**src/rtl/pong_pkg.sv**
```systemverilog
// Shared types, winner codes and default match settings for the pong match controller.
package pong_pkg;

  typedef enum logic [1:0] {
    ST_IDLE  = 2'd0,
    ST_SERVE = 2'd1,
    ST_PLAY  = 2'd2,
    ST_OVER  = 2'd3
  } state_t;

  localparam logic [1:0] WIN_NONE = 2'b00;
  localparam logic [1:0] WIN_P1   = 2'b01;
  localparam logic [1:0] WIN_P2   = 2'b10;
  localparam logic [1:0] WIN_TIE  = 2'b11;

  localparam int DEF_GAME_SECS  = 60;
  localparam int DEF_WIN_SCORE  = 9;
  localparam int DEF_SERVE_SECS = 2;

  function automatic logic [1:0] judge_winner(input logic [3:0] s1, input logic [3:0] s2);
    if (s1 > s2) return WIN_P1;
    if (s2 > s1) return WIN_P2;
    return WIN_TIE;
  endfunction

endpackage

```
**src/rtl/pong_sec_tick.sv**
```systemverilog
// Game-second prescaler: counts 0..CLK_HZ-1 while enabled, pulses sec_tick on the wrap cycle.
module pong_sec_tick #(
  parameter int CLK_HZ = 50000000
) (
  input  logic clk,
  input  logic rst,
  input  logic clr,
  input  logic en,
  output logic sec_tick
);

  localparam int CNT_W = (CLK_HZ > 1) ? $clog2(CLK_HZ) : 1;
  localparam logic [CNT_W-1:0] CNT_MAX = CNT_W'(CLK_HZ - 1);

  logic [CNT_W-1:0] cnt;
  logic             wrap;

  assign wrap     = en && (cnt == CNT_MAX);
  assign sec_tick = wrap;

  always_ff @(posedge clk or negedge rst) begin
    if (!rst) begin
      cnt <= '0;
    end else if (clr) begin
      cnt <= '0;
    end else if (en) begin
      cnt <= wrap ? '0 : cnt + 1'b1;
    end
  end

endmodule

```
**src/rtl/pong_game_ctrl.sv**
```systemverilog
// Pong match controller: scoring, countdown game clock and the idle/serve/play/over sequence.
module pong_game_ctrl
  import pong_pkg::*;
#(
  parameter int CLK_HZ     = 50000000,
  parameter int GAME_SECS  = DEF_GAME_SECS,
  parameter int WIN_SCORE  = DEF_WIN_SCORE,
  parameter int SERVE_SECS = DEF_SERVE_SECS
) (
  input  logic       clk,
  input  logic       rst,
  input  logic       start,
  input  logic       miss1,
  input  logic       miss2,
  output logic       stop,
  output logic [3:0] sec1,
  output logic [3:0] sec0,
  output logic [3:0] score1,
  output logic [3:0] score2,
  output logic       game_over,
  output logic [1:0] winner
);

  localparam logic [3:0] T1_INIT = 4'(GAME_SECS / 10);
  localparam logic [3:0] T0_INIT = 4'(GAME_SECS % 10);
  localparam logic [3:0] WIN_S   = 4'(WIN_SCORE);
  localparam logic [2:0] SERVE_N = 3'(SERVE_SECS);

  state_t     state;
  logic       start_d, miss1_d, miss2_d;
  logic [2:0] serve_cnt;
  logic       sec_tick, presc_en;
  logic       start_rise, m1_rise, m2_rise;
  logic [3:0] s1_nx, s2_nx;
  logic [7:0] t_nx;
  logic       point, enter_serve, enter_over;

  function automatic logic [3:0] sat_inc(input logic [3:0] s);
    return (s >= WIN_S) ? WIN_S : s + 4'd1;
  endfunction

  // Ones digit 0 borrows from tens; 00 is held rather than wrapping.
  function automatic logic [7:0] bcd_dec(input logic [3:0] tens, input logic [3:0] ones);
    if (tens == 4'd0 && ones == 4'd0) return 8'h00;
    if (ones == 4'd0) return {tens - 4'd1, 4'd9};
    return {tens, ones - 4'd1};
  endfunction

  assign presc_en = (state == ST_SERVE) || (state == ST_PLAY);

  pong_sec_tick #(.CLK_HZ(CLK_HZ)) u_sec_tick (
    .clk      (clk),
    .rst      (rst),
    .clr      (enter_serve),
    .en       (presc_en),
    .sec_tick (sec_tick)
  );

  always_comb begin
    start_rise  = start & ~start_d;
    m1_rise     = miss1 & ~miss1_d;
    m2_rise     = miss2 & ~miss2_d;
    s1_nx       = score1;
    s2_nx       = score2;
    t_nx        = {sec1, sec0};
    point       = 1'b0;
    enter_serve = 1'b0;
    enter_over  = 1'b0;
    case (state)
      ST_IDLE, ST_OVER: enter_serve = start_rise;
      ST_PLAY: begin
        if (m1_rise && !m2_rise) begin
          s2_nx = sat_inc(score2);
          point = 1'b1;
        end else if (m2_rise && !m1_rise) begin
          s1_nx = sat_inc(score1);
          point = 1'b1;
        end
        if (sec_tick) t_nx = bcd_dec(sec1, sec0);
        // Expiry wins over a re-serve; the score is already folded into s1_nx/s2_nx.
        enter_over  = (t_nx == 8'h00) || (point && ((s1_nx == WIN_S) || (s2_nx == WIN_S)));
        enter_serve = !enter_over && (m1_rise || m2_rise);
      end
      default: ;
    endcase
  end

  always_ff @(posedge clk or negedge rst) begin
    if (!rst) begin
      state     <= ST_IDLE;
      stop      <= 1'b1;
      score1    <= 4'd0;
      score2    <= 4'd0;
      sec1      <= T1_INIT;
      sec0      <= T0_INIT;
      game_over <= 1'b0;
      winner    <= WIN_NONE;
      serve_cnt <= 3'd0;
      start_d   <= 1'b0;
      miss1_d   <= 1'b0;
      miss2_d   <= 1'b0;
    end else begin
      start_d <= start;
      miss1_d <= miss1;
      miss2_d <= miss2;
      case (state)
        ST_IDLE, ST_OVER: begin
          if (start_rise) begin
            state     <= ST_SERVE;
            stop      <= 1'b1;
            score1    <= 4'd0;
            score2    <= 4'd0;
            sec1      <= T1_INIT;
            sec0      <= T0_INIT;
            game_over <= 1'b0;
            winner    <= WIN_NONE;
            serve_cnt <= 3'd0;
          end
        end
        ST_SERVE: begin
          if (sec_tick) begin
            if (serve_cnt == SERVE_N - 3'd1) begin
              serve_cnt <= 3'd0;
              state     <= ST_PLAY;
              stop      <= 1'b0;
            end else begin
              serve_cnt <= serve_cnt + 3'd1;
            end
          end
        end
        ST_PLAY: begin
          score1 <= s1_nx;
          score2 <= s2_nx;
          sec1   <= t_nx[7:4];
          sec0   <= t_nx[3:0];
          if (enter_over) begin
            state     <= ST_OVER;
            stop      <= 1'b1;
            game_over <= 1'b1;
            winner    <= judge_winner(s1_nx, s2_nx);
          end else if (enter_serve) begin
            state     <= ST_SERVE;
            stop      <= 1'b1;
            serve_cnt <= 3'd0;
          end
        end
        default: state <= ST_IDLE;
      endcase
    end
  end

endmodule

```
**config.mk**
```make
export PLATFORM = sky130hd
export DESIGN_NAME = pong_game_ctrl
export DESIGN_NICKNAME = d
export VERILOG_FILES = /design/src/rtl/pong_pkg.sv /design/src/rtl/pong_sec_tick.sv /design/src/rtl/pong_game_ctrl.sv
export SDC_FILE = /design/constraint.sdc
export NUM_CORES = 1
export LEC_CHECK = 0
export ABC_AREA = 1
export BUFFER_PORTS_ARGS = -buffer_cell sky130_fd_sc_hd__buf_2
export CAP_MARGIN = 40
export CORE_ASPECT_RATIO = 0.8
export CORE_MARGIN = 10
export CORE_UTILIZATION = 61
export DETAILED_ROUTE_END_ITERATION = 10
export GPL_ROUTABILITY_DRIVEN = 0
export PLACE_DENSITY = 0.91
export RECOVER_POWER = 100
export SLEW_MARGIN = 20
export SYNTH_ARGS = -nofsm -noshare
export SYNTH_HDL_FRONTEND = slang
export SYNTH_SLANG_ARGS = --single-unit
```
**constraint.sdc**
```tcl
create_clock -name clk -period 2.8 [get_ports clk]
set_input_delay 0 -clock clk [delete_from_list [all_inputs] [get_ports clk]]
set_output_delay 0 -clock clk [all_outputs]
set_load 0.01 [all_outputs]
```
==> PnR_summary.wiki <==
{| class="wikitable"
! Metric !! Value
|-
| Ordered cell list for the critical path || inv_1 -> ha_1 -> clkbuf_1 -> nand3_1 -> nand2_1 -> clkbuf_1 -> o22ai_1
|-
| Final critical-path share of the clock period || 0.926
|-
| Effective utilization at floorplan || 0.641
|-
| H-tree depth reported by CTS || 2
|-
| Num rows || 25
|-
| Register area share after synthesis || 0.350
|-
| Drt total wl || between 9000 and 10000 um
|-
| GRT Total Usage || 0.193
|-
| Net count after synthesis || between 500 and 600
|-
| Post-Synthesis Mean Instance Area || 7.16 um2
|-
| Data arrival, critical path || 2.79 ns
|-
| Ant diodes || 0
|-
| Master cell of the clock root buffer || sky130_fd_sc_hd__clkbuf_8
|-
| Setup violators final || 0
|-
| Final count of pins violating max slew || 0
|-
| Post-Route Hold Slack || around 0.24 ns
|-
| Placeable Area || 6040 um2
|-
| Max Clock Skew || 0.00898 ns
|-
| Fraction of post-synthesis cell area in the top cell type by area || 0.330
|-
| Count of clock tree sinks || 54
|-
| Worst setup EP type || flop
|-
| Warning count from the yosys run || 0
|-
| Die outline width || around 110 um
|-
| Die H || roughly 90 um
|-
| Max Cap Violations || 0
|-
| Total leakage power || around 0.0020 uW
|-
| Fin nets || between 500 and 600
|-
| Unrepaired setup endpoints after global routing || false
|-
| Slew HR || 0.314
|-
| Ratio of cells with drive above 1 in the final layout || 0.0890
|-
| Final-layout setup total negative slack || 0 ns
|-
| Port Buffer Count || 24
|-
| I/O Pins || 25
|-
| Drt wl/cell || around 14 um
|-
| Reg2Reg Depth || 7
|-
| Estimated wirelength of the detail-placed design || a little under 7000 um
|-
| Clock buffer count from CTS || 5
|-
| Highest fanout seen on the critical path || 17
|-
| CP Data Required Time || 3.00 ns
|-
| Pin count of the biggest net entering global routing || between 40 and 50
|-
| Syn Std Cell Area || around 3900 um2
|-
| Final number of hold-violating endpoints || 0
|-
| Insertion delay to the later sink of the worst-skew pair || 0.33 ns
|-
| Post-detailed-route DRC marker count || 0
|-
| DRT Pass-1 Iters || 5
|-
| Via density per instance || approximately 5.7
|-
| Reg-to-reg critical path endpoint || sec0[3]
|-
| Maximum single-stage delay on the critical path || ~0.64 ns
|-
| Crit path time final || ~2.6 ns
|-
| Final antenna-violating net count || 0
|-
| Overall die area || about 10000 um2
|-
| Status || complete, no violations
|-
| Count of mapped cells out of synthesis || roughly 540
|-
| Transition time at the pin with the least slew margin || about 1.0 ns
|-
| Largest cells by area after synthesis || sky130_fd_sc_hd__dfrtp_1 (33%), sky130_fd_sc_hd__nand2_1 (13%), sky130_fd_sc_hd__inv_1 (7.2%)
|-
| Cell repeated most along the worst path || sky130_fd_sc_hd__clkbuf_1
|-
| Critical path origin || state[0]
|-
| First-pass GRT wire length || about 16000 um
|-
| Number of buffers between clock root and the deepest sink || 2
|-
| Maximum resistive drop on vdd || ~0.54 mV
|-
| Capturing instance or port of the critical path || sec0[3]
|-
| Number of distinct library cells after synthesis || 45
|-
| Clock slew at reported path FFs || around 0.1 ns
|-
| CTS tree || yes
|-
| Reg2Reg Setup Slack || ~0.21 ns
|-
| Most area-hungry cell type in the Yosys netlist || sky130_fd_sc_hd__dfrtp_1
|-
| Class of the tightest hold or removal check || in2async
|-
| Crit path launch type || flop
|-
| Startpoint of the most critical register-to-register path || state[0]
|-
| Most common cell after layout, fill and taps aside || sky130_fd_sc_hd__nand2_1
|-
| Slowest stage cell, crit path || sky130_fd_sc_hd__clkbuf_1
|-
| Post-CTS repair timing setup buffer count || 0
|-
| Via count || between 3000 and 4000
|-
| Via count of the first global-routing pass || ~3400
|-
| Timing-limited maximum frequency || just under 400 MHz
|-
| Number of design-rule violations left by the first detailed-router iteration || ~320
|-
| Post-synthesis sequential element count || 54
|-
| Startpoint-to-endpoint class of the critical path || reg2reg
|-
| Highest-count cells in the layout ignoring fill and taps || sky130_fd_sc_hd__nand2_1 (136), sky130_fd_sc_hd__inv_1 (74), sky130_fd_sc_hd__nor2_1 (56)
|-
| Power density over cell area || 596 nW/um2
|-
| Synth-to-layout area growth || 8.05%
|-
| Aggregate global routing overflow || 0
|-
| Initial antenna violation count || 0
|}
## worst min-delay path by stage
stage	from	to	slack, ns	cells past startpoint
CTS	rst	sec0[0]	0.1	2
global route	rst	u_sec_tick.cnt[4]	0.32	2
global placement	rst	u_sec_tick.cnt[4]	-0.09	1
detailed placement	rst	u_sec_tick.cnt[4]	-0.09	1
finish	rst	u_sec_tick.cnt[4]	0.24	2
floorplan	rst	game_over	-0.30	0
## worst max-delay path: cells and delay by family, from the launching register on
kind            cells  cell delay, ns
compound gates      1            0.15
buf+inv             3            1.04
flops               1            0.40
simple gates        2            0.50
fa+ha+maj           1            0.37
## area by class of cell
| type | count | area, um2 |
|---|---|---|
| Clock buffer | 5 | 68.8 |
| Clock inverter | 3 | 40.0 |
| Fill cell | 487 | 1850 |
| Inverter | 77 | 293 |
| Multi-Input combinational cell | 399 | 2150 |
| Sequential cell | 54 | 1360 |
| Tap cell | 81 | 101 |
| Timing Repair Buffer | 35 | 178 |
## per-layer routing
layer / share of wire / global-route usage
met5: 0 / 0
met4: 0.0075 / 0.0559
met1: 0.45 / 0.270
met3: 0.088 / 0.0501
met2: 0.45 / 0.284
## cells in the mapped netlist (all sizes together)
cell / number
o211ai: 5
nor3b: 1
o22ai: 8
a21oi: 24
dfstp: 3
a21o: 1
xor2: 10
ha: 21
xnor2: 1
nand4: 12
a41oi: 1
dfrtp: 51
nor3: 14
buf: 4
inv: 76
or3b: 1
a22oi: 2
or2: 2
o21ai: 28
o21a: 1
a22o: 2
nand2: 144
o211a: 1
nor2: 69
nor4: 2
o2111ai: 1
clkinv: 1
o221ai: 1
nand3b: 2
o21bai: 1
nand3: 43
and3b: 1
clkbuf: 7
## power by group
part / internal (uW) / switching [uW] / leakage, uW
Sequential: 888 / 103 / 0.000725
Clock: 264 / 278 / 0.0000579
Combinational: 293 / 665 / 0.00122
Total: 1450 / 1050 / 0.00201
## metrics by stage
stage	power [uW]	cell area, um2	instances	util	worst slack [ns]
final	2490	4180	654	0.693	0.208
after detailed placement	1960	4090	642	0.678	0.217
after global routing	2660	4180	654	0.693	0.0195
after floorplan	1670	3870	541	-	0.343
after CTS	2510	4240	654	0.702	0.184
after global placement	1930	4090	642	0.678	0.257
## timing repair
item	in CTS	in global routing
hold buffers	4	0
resized for setup	0	6
setup endpoints to repair	0	17
endpoints found under the hold margin	17	0
## cell families (layout without fill, tap and decap cells)
| kind of cell | Yosys count | count (layout) | synth area share |
|---|---|---|---|
| simple gates | 291 | 291 | 0.346 |
| buf+inv | 88 | 120 | 0.0905 |
| compound gates | 76 | 76 | 0.120 |
| flops | 54 | 54 | 0.350 |
| fa+ha+maj | 21 | 21 | 0.0679 |
| xor+xnor | 11 | 11 | 0.0249 |
## state kept, by name (all words and copies together) (netlist names)
register and count:
game_over 1, miss1_d 1, miss2_d 1, score1 4
score2 4, sec0 4, sec1 4, serve_cnt 3
start_d 1, state 2, stop 1, u_sec_tick.cnt 26
winner 2
Power figures use the tool's default switching activity.
